### config.mk
export PLATFORM = sky130hd
export DESIGN_NAME = bm_memory_writer
export DESIGN_NICKNAME = d
export VERILOG_FILES = /design/src/rtl/bm_memory_writer.sv
export SDC_FILE = /design/constraint.sdc
export NUM_CORES = 1
export LEC_CHECK = 0
export CAP_MARGIN = 20
export CORE_ASPECT_RATIO = 1.1
export CORE_MARGIN = 5
export CORE_UTILIZATION = 28
export DETAILED_ROUTE_END_ITERATION = 12
export HOLD_SLACK_MARGIN = 0.03
export PLACE_DENSITY = 0.55
export RECOVER_POWER = 50
export SLEW_MARGIN = 20
export SYNTH_ARGS = -nofsm -noshare
export SYNTH_HDL_FRONTEND = slang
export SYNTH_SLANG_ARGS = --single-unit
### constraint.sdc
create_clock -name clock -period 2.48 [get_ports clock]
set_clock_uncertainty 0.05 [all_clocks]
set_input_delay 0.496 -clock clock [delete_from_list [all_inputs] [get_ports clock]]
set_output_delay 0.496 -clock clock [all_outputs]
set_load 0.02 [all_outputs]
### src/rtl/bm_memory_writer.sv
// -----------------------------------------------------------------------------
// bm_memory_writer
//
// Fills a 2^BITS-word downstream memory with a stream of incoming words.
// A start pulse in IDLE begins a sweep at address 0. Each word accepted on
// the input handshake is written one cycle later through wr_en/wr_addr/wr_data.
// The sweep ends in DONE after the last address is written, or it is
// cancelled by abort.
//
// Handshake: a word transfers on a rising edge where in_valid && in_ready are
// both high. in_ready is decoded combinationally from the state and from
// abort. It does not depend on in_valid. No word is buffered: in_valid seen
// outside FILL is simply dropped.
//
// Ports
//   clock        in   single rising-edge clock
//   reset        in   asynchronous, active-high reset
//   start        in   begin a sweep (used only in IDLE)
//   abort        in   cancel the active sweep (used only in FILL)
//   in_valid     in   in_data carries a word
//   in_data      in   incoming word [WORD_SIZE]
//   in_ready     out  word accepted this cycle when in_valid is high
//   wr_en        out  registered write strobe to the memory
//   wr_addr      out  registered write address [BITS]
//   wr_data      out  registered write data [WORD_SIZE]
//   busy         out  high while in FILL
//   done         out  one-cycle pulse when a sweep completes
//   word_count   out  words written in the current or last sweep [BITS+1]
//   dbg_state_o  out  FSM state encoding, for observation only
// -----------------------------------------------------------------------------
module bm_memory_writer #(
  parameter int BITS      = 2,
  parameter int WORD_SIZE = 4
) (
  input  logic                 clock,
  input  logic                 reset,
  input  logic                 start,
  input  logic                 abort,
  input  logic                 in_valid,
  input  logic [WORD_SIZE-1:0] in_data,
  output logic                 in_ready,
  output logic                 wr_en,
  output logic [BITS-1:0]      wr_addr,
  output logic [WORD_SIZE-1:0] wr_data,
  output logic                 busy,
  output logic                 done,
  output logic [BITS:0]        word_count,
  output logic [1:0]           dbg_state_o
);

  typedef enum logic [1:0] {
    IDLE = 2'd0,
    FILL = 2'd1,
    DONE = 2'd2
  } state_t;

  localparam logic [BITS-1:0] PTR_LAST = '1;

  state_t                 state_q, state_d;
  logic [BITS-1:0]        ptr_q, ptr_d;
  logic [BITS:0]          cnt_q, cnt_d;
  logic                   wr_en_q, wr_en_d;
  logic [BITS-1:0]        wr_addr_q, wr_addr_d;
  logic [WORD_SIZE-1:0]   wr_data_q, wr_data_d;
  logic                   accept;

  // in_ready is decoded from the current state. Abort withdraws it in the
  // same cycle, so no word is taken in the cycle that cancels the sweep.
  assign in_ready = (state_q == FILL) && !abort;
  assign accept   = in_valid && in_ready;

  always_ff @(posedge clock or posedge reset) begin
    if (reset) begin
      state_q   <= IDLE;
      ptr_q     <= '0;
      cnt_q     <= '0;
      wr_en_q   <= 1'b0;
      wr_addr_q <= '0;
      wr_data_q <= '0;
    end else begin
      state_q   <= state_d;
      ptr_q     <= ptr_d;
      cnt_q     <= cnt_d;
      wr_en_q   <= wr_en_d;
      wr_addr_q <= wr_addr_d;
      wr_data_q <= wr_data_d;
    end
  end

  always_comb begin
    state_d   = state_q;
    ptr_d     = ptr_q;
    cnt_d     = cnt_q;
    wr_en_d   = 1'b0;
    wr_addr_d = wr_addr_q;
    wr_data_d = wr_data_q;

    case (state_q)
      IDLE: begin
        // Start wins over a simultaneous abort because abort is only
        // looked at in FILL.
        if (start) begin
          state_d = FILL;
          ptr_d   = '0;
          cnt_d   = '0;
        end
      end

      FILL: begin
        if (abort) begin
          // word_count keeps the words already written.
          state_d = IDLE;
        end else if (accept) begin
          wr_en_d   = 1'b1;
          wr_addr_d = ptr_q;
          wr_data_d = in_data;
          ptr_d     = ptr_q + 1'b1;
          cnt_d     = cnt_q + 1'b1;
          if (ptr_q == PTR_LAST) begin
            state_d = DONE;
          end
        end
      end

      DONE: begin
        // This state lasts one cycle. Start is ignored here, so a start
        // that coincides with done does not begin a new sweep.
        state_d = IDLE;
      end

      default: begin
        state_d = IDLE;
      end
    endcase
  end

  assign wr_en       = wr_en_q;
  assign wr_addr     = wr_addr_q;
  assign wr_data     = wr_data_q;
  assign busy        = (state_q == FILL);
  assign done        = (state_q == DONE);
  assign word_count  = cnt_q;
  assign dbg_state_o = state_q;

endmodule

==> qor.txt <==
Total Wirelength: 1300 microns
power share of the clock group: 23.1%
Final ANT Viol Nets: 0
area delta synth->final: 47.3%
post-DP HPWL: 979 microns
post-synthesis cell type count: 20
fmax: 0.422 GHz
# nets final: 98
Ports: 24
WP buf/inv: 2
total via count in the routed design: 483
Worst path max stage delay: 0.62 ns
WL per Instance: 11.2 microns
PD cells: 774 nW/um^2
final-report hold violation count: 0
P_leak: 0.424 nW
CP Max Fanout: 4
critical path data required time: 1.93 ns
FF+latch area: 350 sq um
cts bufs inserted: 3
Final GP Congestion: 0.627
Comb power frac: 34.2%
Setup Fix Bufs, Post-CTS: 0
Die Area: 3280 sq um
Worst setup SP type: primary input
status: complete, no violations
Tcrit/Tclk final: 95.5%
final setup vio count: 0
worst-path cell chain: dlygate4sd3_1 > nor2_1 > clkdlybuf4s50_1
max cap viols: 0
Worst Tran Pin Value: 0.508 ns
synthesized cell area: 624 sq um
drt first pass iters: 2
diode count: 0
crit end category: primary output
hold slack: 0.427 ns
CTS tree: yes
initial antenna violation count: 0
hold_buf cts: 0
RSZ-0062 raised after global routing: false
PortBufs: 23
Crit path max-delay family: buffers and inverters
Cells after Synth: 59
Slowest-stage cell, CP: clkdlybuf4s50_1
sequential share of power: 42.7%
global-route wire length before repair: 2240 microns
CTS sink count: 14
Max H-tree Level: 1
syn_nets: 70
Hold Path Class: reg -> reg
DRC errors left: 0
VDD IR max: 0.000372 V
Synth Warn #: 0
Design Power: 0.712 mW
switching share of power: 32.4%
vias in the first global route: 535
fillers: 235
clk_lat worst skew: 0.27 ns
Core Box Area: 2180 sq um
largest net degree at the start of global routing: 15
row count: 18
vias per cell: 4.16
fin crit period: 2.37 ns
#FFs+latches synth: 14
Die X: 55.0 microns
First DRT Iteration DRCs: 4
Worst Path Arrival: 1.82 ns
die height: 59.5 microns
final instance area: 920 sq um
P_sw: 0.230 mW
post-synthesis sequential area ratio: 56.1%
clk buf depth: 2
syn_area_per_cell: 10.6 sq um
setup TNS: 0 ns
Root Buffer: clkbuf_4
area of the multi-input gates: 235 sq um
Clock transition at path regs: 0.09 ns
initial cell density of the core: 28.6%
share of layout cells above drive strength 1: 8.14%
GR Util All Layers: 9.29%
total global routing overflow: 0
placed cell area: 888 sq um
P_int: 0.482 mW
WS Path Type: in -> out
Slew headroom: 66.1%
Final Max Slew Viols: 0
post-CTS sizing: 0
## stage by stage
step	setup WS [ns]	std cells	util, %
2_1_floorplan	0.885	59	-
3_3_place_gp	0.279	112	40.7
3_5_place_dp	0.232	112	40.7
4_1_cts	0.142	116	42.3
5_1_grt	0.0645	116	42.1
6_report	0.111	116	42.1
## power by group through the flow
stage	registers, mW	logic (mW)	clock network (mW)
6_report	0.304	0.244	0.165
5_1_grt	0.313	0.266	0.176
4_1_cts	0.306	0.250	0.166
3_5_place_dp	0.310	0.250	0
3_3_place_gp	0.309	0.247	0
2_1_floorplan	0.356	0.0814	0
## kinds of logic (layout without fill, tap and decap cells)
kind of cell,after synthesis,count (layout),share of synthesized area (%)
simple gates,28,28,23.0
flops,14,14,56.1
compound gates,6,6,8.21
fa+ha+maj,2,2,4.01
buf+inv,7,34,5.41
mux,2,2,3.21
## layout by cell type (no fill, tap or decap)
| master | netlist | final |
|---|---|---|
| nor2_1 | 1 | 1 |
| o21ai_4 | 1 | 1 |
| o21ai_0 | 1 | 1 |
| mux2i_1 | 2 | 2 |
| clkbuf_8 | 0 | 1 |
| nand4b_1 | 2 | 2 |
| nand4bb_1 | 0 | 1 |
| o221ai_2 | 1 | 1 |
| nand3b_1 | 1 | 1 |
| o21ai_1 | 2 | 2 |
| clkdlybuf4s50_1 | 0 | 21 |
| buf_4 | 0 | 1 |
| dlygate4sd3_1 | 0 | 2 |
| dfrtp_1 | 14 | 14 |
| nand3_1 | 1 | 1 |
| ha_1 | 2 | 2 |
| nand2b_1 | 3 | 3 |
| inv_1 | 5 | 6 |
| nand2_1 | 17 | 17 |
| clkbuf_4 | 0 | 3 |
| a21oi_1 | 1 | 1 |
| nor2b_1 | 1 | 1 |
| nor3_1 | 1 | 1 |
## cells in the mapped netlist
cell type,n,share of area (%)
nand3_1,1,0.80
nor3_1,1,0.80
nand2_1,17,10
buf_6,1,1.8
nor2_1,1,0.60
nand2b_1,3,3.0
ha_1,2,4.0
dfrtp_1,14,56
inv_2,1,0.60
o221ai_2,1,2.4
nand3b_1,1,1.2
nand4bb_2,1,2.6
o21ai_0,1,0.80
a21oi_1,1,0.80
nor2b_1,1,1.0
mux2i_1,2,3.2
inv_1,5,3.0
nand4b_1,2,2.8
o21ai_1,2,1.6
o21ai_4,1,2.6
## layout make-up
cell class                      instances  share of cell area (%)
Sequential cell                        14                    38.1
Multi-Input combinational cell         38                    25.6
Timing Repair Buffer                   24                    25.9
Tap cell                               30                    4.08
Inverter                                6                    2.45
Clock buffer                            4                    3.95
## registers in the layout, indices dropped and copies added (netlist names)
name	flops
wr_data	4
word_count	3
dbg_state_o	2
ptr_q	2
wr_addr	2
wr_en	1
## final timing paths
path / startpoint / end / slack (ns) / cells past startpoint
worst max-delay path: abort / in_ready / 0.11 / 3
min in group asynchronous: reset / word_count[1] / 0.63 / 2
max in group asynchronous: reset / wr_data[1] / 1.41 / 2
worst max register to register: dbg_state_o[1] / word_count[1] / 0.95 / 4
worst min register to register: wr_addr[0] / wr_addr[0] / 0.43 / 2
worst min-delay path: wr_addr[0] / wr_addr[0] / 0.43 / 2
## per-layer routing
metal	GRT usage, %	up-vias	routed length [microns]
met5	0	-	0
met4	4.17	0	6
met3	2.27	2	88
met2	13.5	18	560
met1	12.9	216	640
li1	-	247	-
## worst min-delay path: cells and delay by family, from the launching register on
kind          cells  cell delay (ns)
flops             1             0.35
simple gates      2             0.10
Note: power is estimated with default switching activity, not from simulation.
